**config.mk**
```make
export PLATFORM = sky130hd
export DESIGN_NAME = axis_fmcw_ramp_source
export DESIGN_NICKNAME = d
export VERILOG_FILES = /design/src/rtl/axis_fmcw_ramp_source.sv
export SDC_FILE = /design/constraint.sdc
export NUM_CORES = 1
export LEC_CHECK = 0
export ABC_AREA = 1
export CORE_ASPECT_RATIO = 1.2
export CORE_MARGIN = 4
export CORE_UTILIZATION = 52
export CTS_CLUSTER_DIAMETER = 30
export DETAILED_ROUTE_END_ITERATION = 10
export GPL_ROUTABILITY_DRIVEN = 0
export HOLD_SLACK_MARGIN = 0.05
export PLACE_DENSITY = 0.82
export SLEW_MARGIN = 20
export SYNTH_ARGS = -nofsm -noshare
export SYNTH_HDL_FRONTEND = slang
export SYNTH_SLANG_ARGS = --single-unit
export TNS_END_PERCENT = 20
```
**constraint.sdc**
```tcl
create_clock -name aclk -period 4 [get_ports aclk]
set_clock_uncertainty 0.1 [all_clocks]
set_input_delay 0.4 -clock aclk [delete_from_list [all_inputs] [get_ports aclk]]
set_output_delay 0.4 -clock aclk [all_outputs]
set_load 0.02 [all_outputs]
```
**src/rtl/axis_fmcw_ramp_source.sv**
```systemverilog
// ADC IQ stream -> decimate -> AXIS master with chirp-start ramp strobe; `FMCW_SRC_TEST_PATTERN_EN adds {q,i} counter pattern.
// Latency: kept ADC sample in cycle N appears on m_axis_data (with ramp if first of sweep) in cycle N+1.
// Backpressure: single holding register; kept samples arriving while it is stalled are dropped and flag err_overrun.
module axis_fmcw_ramp_source #(
    parameter int DATA_WIDTH   = 48,
    parameter int PERIOD_WIDTH = 16
) (
    input  logic                  aclk,
    input  logic                  aresetn,
    input  logic [31:0]           cfg_data,
    output logic [15:0]           sts_data,
    output logic                  err_overrun,
    output logic                  ramp,
    input  logic [DATA_WIDTH-1:0] adc_tdata,
    input  logic                  adc_tvalid,
    output logic [DATA_WIDTH-1:0] m_axis_data_tdata,
    output logic                  m_axis_data_tvalid,
    input  logic                  m_axis_data_tready
);
    localparam int HALF_WIDTH = DATA_WIDTH / 2;

    logic                    enable;
    logic [7:0]              cfg_d;
    logic [PERIOD_WIDTH-1:0] cfg_p;
    logic                    unused_cfg;

    assign enable     = cfg_data[24];
    assign cfg_d      = cfg_data[23:16];
    assign cfg_p      = cfg_data[PERIOD_WIDTH-1:0];
    assign unused_cfg = ^cfg_data[31:25];

    logic [7:0]              d_cnt;
    logic [7:0]              d_lim;
    logic [7:0]              d_eff;
    logic [PERIOD_WIDTH-1:0] k_cnt;
    logic [PERIOD_WIDTH-1:0] p_lim;
    logic [PERIOD_WIDTH-1:0] p_eff;
    logic [PERIOD_WIDTH-1:0] p_cfg;
    logic                    keep;
    logic                    d_wrap;
    logic                    k_wrap;
    logic                    load;
    logic                    drop;
    logic [DATA_WIDTH-1:0]   sample;

    // Limits are sampled from cfg only at the start of each counter cycle,
    // so reconfiguration while running lands on the next wrap.
    always_comb begin
        p_cfg  = (cfg_p == '0) ? PERIOD_WIDTH'(1) : cfg_p;
        d_eff  = (d_cnt == '0) ? cfg_d : d_lim;
        p_eff  = (k_cnt == '0) ? p_cfg : p_lim;
        keep   = enable && adc_tvalid && (d_cnt == '0);
        d_wrap = (d_cnt == d_eff);
        k_wrap = (k_cnt == p_eff - PERIOD_WIDTH'(1));
        load   = keep && (!m_axis_data_tvalid || m_axis_data_tready);
        drop   = keep && m_axis_data_tvalid && !m_axis_data_tready;
    end

`ifdef FMCW_SRC_TEST_PATTERN_EN
    logic [HALF_WIDTH-1:0] pat_cnt;

    always_ff @(posedge aclk or negedge aresetn) begin
        if (!aresetn) begin
            pat_cnt <= '0;
        end else if (!enable) begin
            pat_cnt <= '0;
        end else if (adc_tvalid) begin
            pat_cnt <= pat_cnt + HALF_WIDTH'(1);
        end
    end

    assign sample = cfg_data[25] ? {pat_cnt, pat_cnt} : adc_tdata;
`else
    assign sample = adc_tdata;
`endif

    always_ff @(posedge aclk or negedge aresetn) begin
        if (!aresetn) begin
            d_cnt              <= '0;
            d_lim              <= '0;
            k_cnt              <= '0;
            p_lim              <= '0;
            sts_data           <= '0;
            err_overrun        <= 1'b0;
            ramp               <= 1'b0;
            m_axis_data_tdata  <= '0;
            m_axis_data_tvalid <= 1'b0;
        end else begin
            if (!enable) begin
                d_cnt       <= '0;
                k_cnt       <= '0;
                err_overrun <= 1'b0;
            end else if (adc_tvalid) begin
                if (d_cnt == '0) begin
                    d_lim <= cfg_d;
                end
                d_cnt <= d_wrap ? '0 : d_cnt + 8'd1;
                // Sweep position advances even for dropped samples to stay locked to the ADC.
                if (keep) begin
                    if (k_cnt == '0) begin
                        p_lim <= p_cfg;
                    end
                    k_cnt <= k_wrap ? '0 : k_cnt + PERIOD_WIDTH'(1);
                    if (k_wrap) begin
                        sts_data <= sts_data + 16'd1;
                    end
                end
                if (drop) begin
                    err_overrun <= 1'b1;
                end
            end

            if (load) begin
                m_axis_data_tdata  <= sample;
                m_axis_data_tvalid <= 1'b1;
            end else if (m_axis_data_tready) begin
                m_axis_data_tvalid <= 1'b0;
            end
            ramp <= load && (k_cnt == '0);
        end
    end
endmodule

```
# Word level (Yosys, flattened, before mapping)
# Index checks and enable logic that the tools add are counted.
# totals
regBits,115
inputBits,84
out_inout_bits,67
wordCells,51
# classes
n_addsub,4
n_eq_ne,5
mux,15
reduce_logical,18
# op_table
op,count
$mux 16,6
$add 16x1->16 const B,2
$logic_not 16->1,2
$mux 8,4
$eq 16x16->1,1
$sub 16x1->16 const B,1
$add 8x1->8 const B,1
$eq 8x8->1,1
$logic_not 8->1,1
$logic_and 1x1->1,6
$reduce_and 2->1,3
$mux 1,5
$ne 2x1->1 const B,2
$reduce_and 4->1,1
$reduce_and 3->1,1
$logic_not 1->1,2
$ne 2x2->1 const B,1
$reduce_bool 2->1,1
$logic_or 1x1->1,1

# Depth between registers and ports, before layout
# Gate-level depths: netlist of run 1.
# logic_depth
depth_word,9
mapped_depth,22
mapped_depth_nobuf,21

# Worst setup path before layout of run 1
# Ideal clock, no wire load.
# synth_path
path_type,flip-flop to flip-flop
from,reg k_cnt[0]
to,reg sts_data[3]
setup_ns,0.118
arrival_time_ns,2.753
required_time_ns,3.782
path_slack_ns,1.029
path_stages_with_launch,21
n_path_buf,2
synth_period_minus_slack_ns,2.971
cell_sequence,dfrtp_1 -> inv_1 -> ha_1 -> nand2_2 -> nor2_8 -> nand2_4 -> buf_6 -> o21ai_4 -> ha_1 -> nand3_2 -> nor2_2 -> nand3_1 -> nand2_1 -> inv_1 -> nor2_1 -> nand3_1 -> nor2_4 -> nand3_4 -> buf_6 -> nand2_1 -> nand2_1
# synth_via
elab_chain_len,5
# synth_lines
item,line_no,source
start: declaration,35,logic [PERIOD_WIDTH-1:0] k_cnt;
start signal: assignment,103,k_cnt <= k_wrap ? '0 : k_cnt + PERIOD_WIDTH'(1);
$logic_not 16->1,51,p_eff = (k_cnt == '0) ? p_cfg : p_lim;
$mux 16,n/a,
$sub 16x1->16,54,k_wrap = (k_cnt == p_eff - PERIOD_WIDTH'(1));
$eq 16x16->1 (*),54,
$reduce_and 4->1 (no source line) (*),n/a,
end signal: assignment,105,sts_data <= sts_data + 16'd1;
end: declaration,11,"output logic [15:0] sts_data,"
# Every way passes the cells marked *; elsewhere a longest branch is shown, timed or not.
# A chain may end at the register's enable or synchronous reset.

# Worst setup path in the final report of run 1
# layout_path
from,reg k_cnt[0]
to,reg sts_data[8]
# The elaborated chain is that of the path after synthesis.

==> results.json, run 1 <==
{
  "finalCoreUtilization_pct": 68.9,
  "ys_types": 39,
  "clk_pin_slew_ns": 0.06,
  "io_pins": 151,
  "rsz0062_at_grt": "false",
  "antenna_found_initial": 0,
  "cpMostUsedCell": "nand2_1",
  "synth-seq-area-share_pct": 41.4,
  "cts_buffer_depth": 2,
  "syn_nets": 972,
  "grt_usage_pct": 25.3,
  "vias_per_cell": 5.33,
  "fin_crit_ns": 3.52,
  "core-area_mm2": 0.0132,
  "num_rows": 46,
  "diodes": 0,
  "synth-main-ff-cell": "dfrtp_1",
  "hpwl_mm": 13.6,
  "cts-root-buf": "clkbuf_16",
  "cp.depth": 19,
  "worstPathCellList": "inv_1 -> ha_1 -> nand2_2 -> nor2_8 -> buf_4 -> nand3b_1 -> nand2_1 -> ha_1 -> nand3_2 -> nor2_2 -> nand2_1 -> nand2_1 -> nand2_1 -> nor2_1 -> nand3_1 -> nor2_4 -> nand3_4 -> nand2_1 -> nand2_1",
  "min_path_type": "flip-flop to flip-flop",
  "path_delay_family": "simple AND/OR/NAND/NOR gates",
  "cts_sinks": 115,
  "grt_pass1_wl_mm": 30.8,
  "postRouteWirelength_mm": 18.4,
  "hold_viol": 0,
  "arrival_ns": 3.73,
  "yosysWarnings": 0,
  "drtIter0Drc": 569,
  "wl_per_cell_um": 15.3,
  "finalCritPeriodShare_pct": 88.0,
  "tightest_slew_ns": 0.800,
  "p_leak_nw": 4.25,
  "drive_above_1_share_pct": 12.0,
  "synth_area_per_cell_um2": 7.87,
  "yosys_register_bits": 115,
  "vias": 6438,
  "drt-pass1-iter-count": 5,
  "grt_max_degree": 63,
  "dp_slack_ns": 0.540,
  "endpoint_kind": "flip-flop",
  "drcViolationCount": 0,
  "initial_utilization_pct": 52.7,
  "path_class": "flip-flop to flip-flop",
  "die_w_um": 113,
  "worstPathMaxFanout": 19,
  "drv_cap": 0,
  "cp_num_buf_inv": 2,
  "fin_setup_tns_ns": 0,
  "portBuffers": 143,
  "gr-total-overflow": 0,
  "fin_ws_ns": 0.480,
  "start_kind": "flip-flop",
  "clkLatencyLatePin_ns": 0.43,
  "cts_made_buffers": 17,
  "synth_cells": 882,
  "critPathMaxStageDelay_ns": 0.41,
  "status": "finished clean",
  "powerDensity_mw_per_mm2": 488,
  "tritoncts": "yes",
  "critical_path_required_ns": 4.21,
  "grt_pass1_vias": 6487,
  "synth-edff-count": 0,
  "ant_nets": 0,
  "dieArea_mm2": 0.0153,
  "fmax_mhz": 284,
  "async_flop_share_pct": 100,
  "nets": 1116,
  "maxSlewViolCount": 0,
  "htree_num_levels": 4,
  "syn_to_final_growth_pct": 30.8,
  "dieHeight_um": 135,
  "synth_area_mm2": 0.00694,
  "worstHoldPathCells": 1,
  "cts_setup_buffers": 0,
  "worst_ir_drop_vdd_mv": 0.411,
  "relSlewSlack_pct": 46.7,
  "setup_violations": 0,
  "slowest_stage": "dfrtp_1",
  "ff2ff_path_depth": 19
}
[stage by stage]
step                      std cells  hold slack, ns  total power, mW  instance area (µm²)
final                          1207           0.404             4.43                 9080
after global placement         1174           0.372             2.96                 8510
after CTS                      1207           0.403             4.46                 9080
after detailed placement       1174           0.390             3.00                 8510
after global routing           1207           0.421             4.67                 9080
after floorplan                 882         0.00441             2.40                 6940
[Yosys cell counts, drive strengths merged, types with 3 or more instances]
master,instances,area [µm²]
mux2,48,541
inv,90,338
ha,6,75.1
a31oi,3,18.8
nor3,8,40.0
nand4,28,175
nor4,3,18.8
a21oi,3,18.8
nand3b,17,128
xor2,35,307
xnor2,5,43.8
nor2,83,414
buf,16,115
dfrtp,115,2880
o21ai,44,231
nand3,72,383
nand2,285,1100
clkbuf,14,52.6
[final timing paths]
| path | slack (ns) | endpoint | startpoint |
|---|---|---|---|
| min in group asynchronous | 0.53 | sts_data[2]$_DFFE_PN0P_ | aresetn |
| worst min-delay path | 0.40 | m_axis_data_tdata[21]$_DFFE_PN0P_ | m_axis_data_tdata[21]$_DFFE_PN0P_ |
| max in group asynchronous | 2.39 | m_axis_data_tdata[31]$_DFFE_PN0P_ | aresetn |
| worst min register to register | 0.40 | m_axis_data_tdata[21]$_DFFE_PN0P_ | m_axis_data_tdata[21]$_DFFE_PN0P_ |
| worst max-delay path | 0.48 | sts_data[8]$_DFFE_PN0P_ | k_cnt[0]$_DFFE_PN0P_ |
| worst max register to register | 0.48 | sts_data[8]$_DFFE_PN0P_ | k_cnt[0]$_DFFE_PN0P_ |
[timing repair]
action	CTS	global route
gates resized for setup	0	0
hold buffers	1	0
hold endpoints to repair	60	0
[layout make-up]
cell class                      count  area [µm²]
Timing Repair Buffer              155        1520
Fill cell                        1035        4100
Multi-Input combinational cell    647        3570
Inverter                           90         338
Sequential cell                   115        2880
Clock inverter                     13         128
Tap cell                          168         210
Clock buffer                       19         433
[sequential cells by signal, indices dropped and copies added, names as in the netlist]
signal / count
err_overrun: 1
p_lim: 16
m_axis_data_tdata: 48
d_lim: 8
sts_data: 16
m_axis_data_tvalid: 1
k_cnt: 16
ramp: 1
d_cnt: 8
[cell families (layout without fill, tap and decap cells)]
| group | count (synthesis) | after routing | share of synthesized area [%] |
|---|---|---|---|
| xor+xnor | 41 | 41 | 5.37 |
| fa+ha+maj | 6 | 6 | 1.08 |
| flops | 115 | 115 | 41.4 |
| mux | 48 | 48 | 7.79 |
| simple gates | 498 | 498 | 32.7 |
| compound gates | 54 | 54 | 4.29 |
| buf+inv | 120 | 277 | 7.28 |
[layer usage]
| metal | GRT usage (%) | vias to the layer above | wire [µm] |
|---|---|---|---|
| met5 | 0 | - | 0 |
| li1 | - | 3133 | - |
| met3 | 6.54 | 34 | 1160 |
| met4 | 11.2 | 0 | 506 |
| met2 | 43.9 | 201 | 9540 |
| met1 | 29.3 | 3070 | 7200 |
[placed cells by master (no fill, tap or decap), drive strengths merged, types with 5 or more instances in the layout]
cell type / count
nand3b: 17
clkbuf: 19
xnor2: 5
clkdlybuf4s50: 142
nand4: 28
inv: 94
o21ai: 44
dfrtp: 115
xor2: 35
nand2: 285
nor3: 8
mux2: 48
buf: 12
nor2: 83
nand3: 72
ha: 6
clkinv: 5
[power by group]
group / switching, mW / leakage, nW / total (mW) / internal [mW]
clock: 0.581 / 0.265 / 1.44 / 0.862
combinational: 0.830 / 2.52 / 1.48 / 0.653
sequential: 0.118 / 1.46 / 1.51 / 1.39
[worst register-to-register path, cell delays in order, from the launching register on]
cell and delay (ns):
dfrtp_1 0.41, inv_1 0.13, ha_1 0.24, nand2_2 0.11
nor2_8 0.21, buf_4 0.26, nand3b_1 0.10, nand2_1 0.11
ha_1 0.21, nand3_2 0.17, nor2_2 0.20, nand2_1 0.06
nand2_1 0.13, nand2_1 0.07, nor2_1 0.09, nand3_1 0.13
nor2_4 0.28, nand3_4 0.23, nand2_1 0.12, nand2_1 0.05
Note: power is estimated with default switching activity, not from simulation.
==> run 2, diff against run 1 <==
CORE_UTILIZATION = 60   (was 52)
DONT_BUFFER_PORTS = 1   (was not set)
PLACE_DENSITY = 0.76   (was 0.82)
==> run 2 against run 1 <==
Net effect:
- via count fell by 3.8%
- utilization rose by 4.5 points
- wire length rose by 1.6%
- sequential share of layout area rose by 3.3 points
- first-iteration DRC count fell by 22%
- clock-buffer cell count fell by 1
- hold slack got worse by 0.35 ns
- fmax rose by 0.22%
- die area fell by 12%
- critical endpoint is now sts_data[14]$_DFFE_PN0P_
- largest cell class unchanged
- largest power group unchanged
- highest routed layer unchanged
==> results.json, run 2 (synthesis results as in run 1) <==
{
  "hpwl_mm": 12.5,
  "diodes": 0,
  "p_sw_mw": 1.53,
  "nets": 1027,
  "grt_usage_pct": 29.2,
  "powerDensity_mw_per_mm2": 508,
  "path_class": "flip-flop to flip-flop",
  "vias": 6195,
  "fin_ws_ns": 0.487,
  "cts-root-buf": "clkbuf_16",
  "io_pins": 151,
  "drv_cap": 0,
  "fin_crit_ns": 3.51,
  "cts_buffer_depth": 2,
  "cts_made_buffers": 17,
  "fmax_mhz": 285,
  "dieHeight_um": 126,
  "num_rows": 42,
  "timing.hold.ws_ns": 0.0563,
  "gr-total-overflow": 0,
  "slowest_stage": "dfrtp_1",
  "critPathMaxStageDelay_ns": 0.42,
  "largest_reg_flops": 48,
  "clk_pin_slew_ns": 0.06,
  "dp_slack_ns": 0.559,
  "start_kind": "flip-flop",
  "core-area_mm2": 0.0112,
  "drtIter0Drc": 444,
  "arrival_ns": 3.75,
  "wl_per_cell_um": 16.9,
  "grt_max_degree": 116,
  "syn_to_final_growth_pct": 18.3,
  "pwr-share-clk_pct": 35.0,
  "p_int_mw": 2.64,
  "status": "finished clean",
  "postRouteWirelength_mm": 18.7,
  "finalCritPeriodShare_pct": 87.8,
  "worst_ir_drop_vdd_mv": 0.405,
  "endpoint_kind": "flip-flop",
  "drive_above_1_share_pct": 12.8,
  "initial_utilization_pct": 62.0,
  "worstPathCellList": "inv_1 -> ha_1 -> nand2_2 -> nor2_8 -> nand2_4 -> o21ai_4 -> ha_1 -> nand3_2 -> nor2_2 -> nand3_1 -> nand2_1 -> inv_1 -> nor2_1 -> nand3_1 -> nor2_4 -> buf_4 -> nand4_1 -> nand2_1",
  "p_total_mw": 4.17,
  "die_w_um": 106,
  "finalCoreUtilization_pct": 73.4,
  "grt_pass1_vias": 6438,
  "power_frac_comb_pct": 23.0,
  "design_area_mm2": 0.00821,
  "placed_cell_area_mm2": 0.00703,
  "portBuffers": 0,
  "relSlewSlack_pct": 48.1,
  "final_cells": 1104,
  "vias_per_cell": 5.61,
  "dieArea_mm2": 0.0134,
  "grt_pass1_wl_mm": 31.5,
  "rsz0062_at_grt": "false",
  "clkLatencyLatePin_ns": 0.41,
  "setup_violations": 0,
  "drt-pass1-iter-count": 6,
  "fin_setup_tns_ns": 0,
  "min_path_type": "input port to flip-flop",
  "critical_path_required_ns": 4.24,
  "seqPwrFrac_pct": 42.0,
  "maxSlewViolCount": 0,
  "p_leak_nw": 3.93,
  "final_cell_mix": "273 x nand2_1, 115 x dfrtp_1, 88 x inv_1",
  "antenna_found_initial": 0,
  "hold_viol": 0,
  "cts_sinks": 115,
  "tritoncts": "yes",
  "htree_num_levels": 4,
  "tightest_slew_ns": 0.778,
  "drcViolationCount": 0,
  "switching_share_pct": 36.6,
  "final_common_cell": "nand2_1",
  "worstPathMaxFanout": 15,
  "ant_nets": 0,
  "largest-register": "m_axis_data_tdata",
  "dp.cells": 1013
}
run 2: cell count changes in the layout (fill, tap and decap cells not counted), moves of 3 or more:
cell / change
dlygate4sd3_1: +57
buf_4: -5
clkdlybuf4s50_1: -142
clkinvlp_4: +3
run 2: timing repair:
action | in CTS | in global routing
hold buffers | 59 | 0
hold endpoints to repair | 185 | 0
gates resized for setup | 0 | 0
endpoints found under the setup margin | 0 | 0
buffers inserted | 0 | 0
run 2: worst max-delay path: cells and delay by family, from the launching register on:
family                   cells  cell delay (ns)
AO/OA/AOI/OAI                1             0.25
buffers and inverters        3             0.41
flip-flops                   1             0.42
AND/OR/NAND/NOR             12             1.78
adder cells (fa/ha/maj)      2             0.47
run 2: routing by layer:
layer  wire length, µm  vias to the layer above  global-route usage, %
li1                  -                     2944                      -
met1              7450                     2939                   35.1
met2              9290                      276                   49.8
met3              1620                       36                   9.11
met4               344                        0                   9.45
met5                 0                        -                      0
run 2: layout make-up:
type | count | area [µm²]
clock buffer | 18 | 439
multi-input combinational | 647 | 3570
fill | 841 | 2980
clock inverter | 14 | 131
sequential | 115 | 2880
inverter | 90 | 338
tap | 154 | 193
timing repair buffer | 66 | 661
run 2: power groups by stage:
stage / clock network [mW] / registers (mW) / logic (mW)
floorplan: 0 / 1.69 / 0.711
global placement: 0 / 1.75 / 0.820
detailed placement: 0 / 1.75 / 0.860
CTS: 1.47 / 1.74 / 0.939
global route: 1.53 / 1.78 / 1.08
finish: 1.46 / 1.75 / 0.960
run 2: worst paths after layout:
kind,end,from,slack (ns),depth (start not counted)
worst max-delay path,sts_data[14]$_DFFE_PN0P_,k_cnt[0]$_DFFE_PN0P_,0.49,18
worst min-delay path,sts_data[10]$_DFFE_PN0P_,adc_tvalid,0.06,2
min in group asynchronous,sts_data[9]$_DFFE_PN0P_,aresetn,0.47,2
max in group asynchronous,k_cnt[9]$_DFFE_PN0P_,aresetn,2.84,2
worst min register to register,d_lim[1]$_DFFE_PN0P_,d_lim[1]$_DFFE_PN0P_,0.41,2
worst max register to register,sts_data[14]$_DFFE_PN0P_,k_cnt[0]$_DFFE_PN0P_,0.49,18
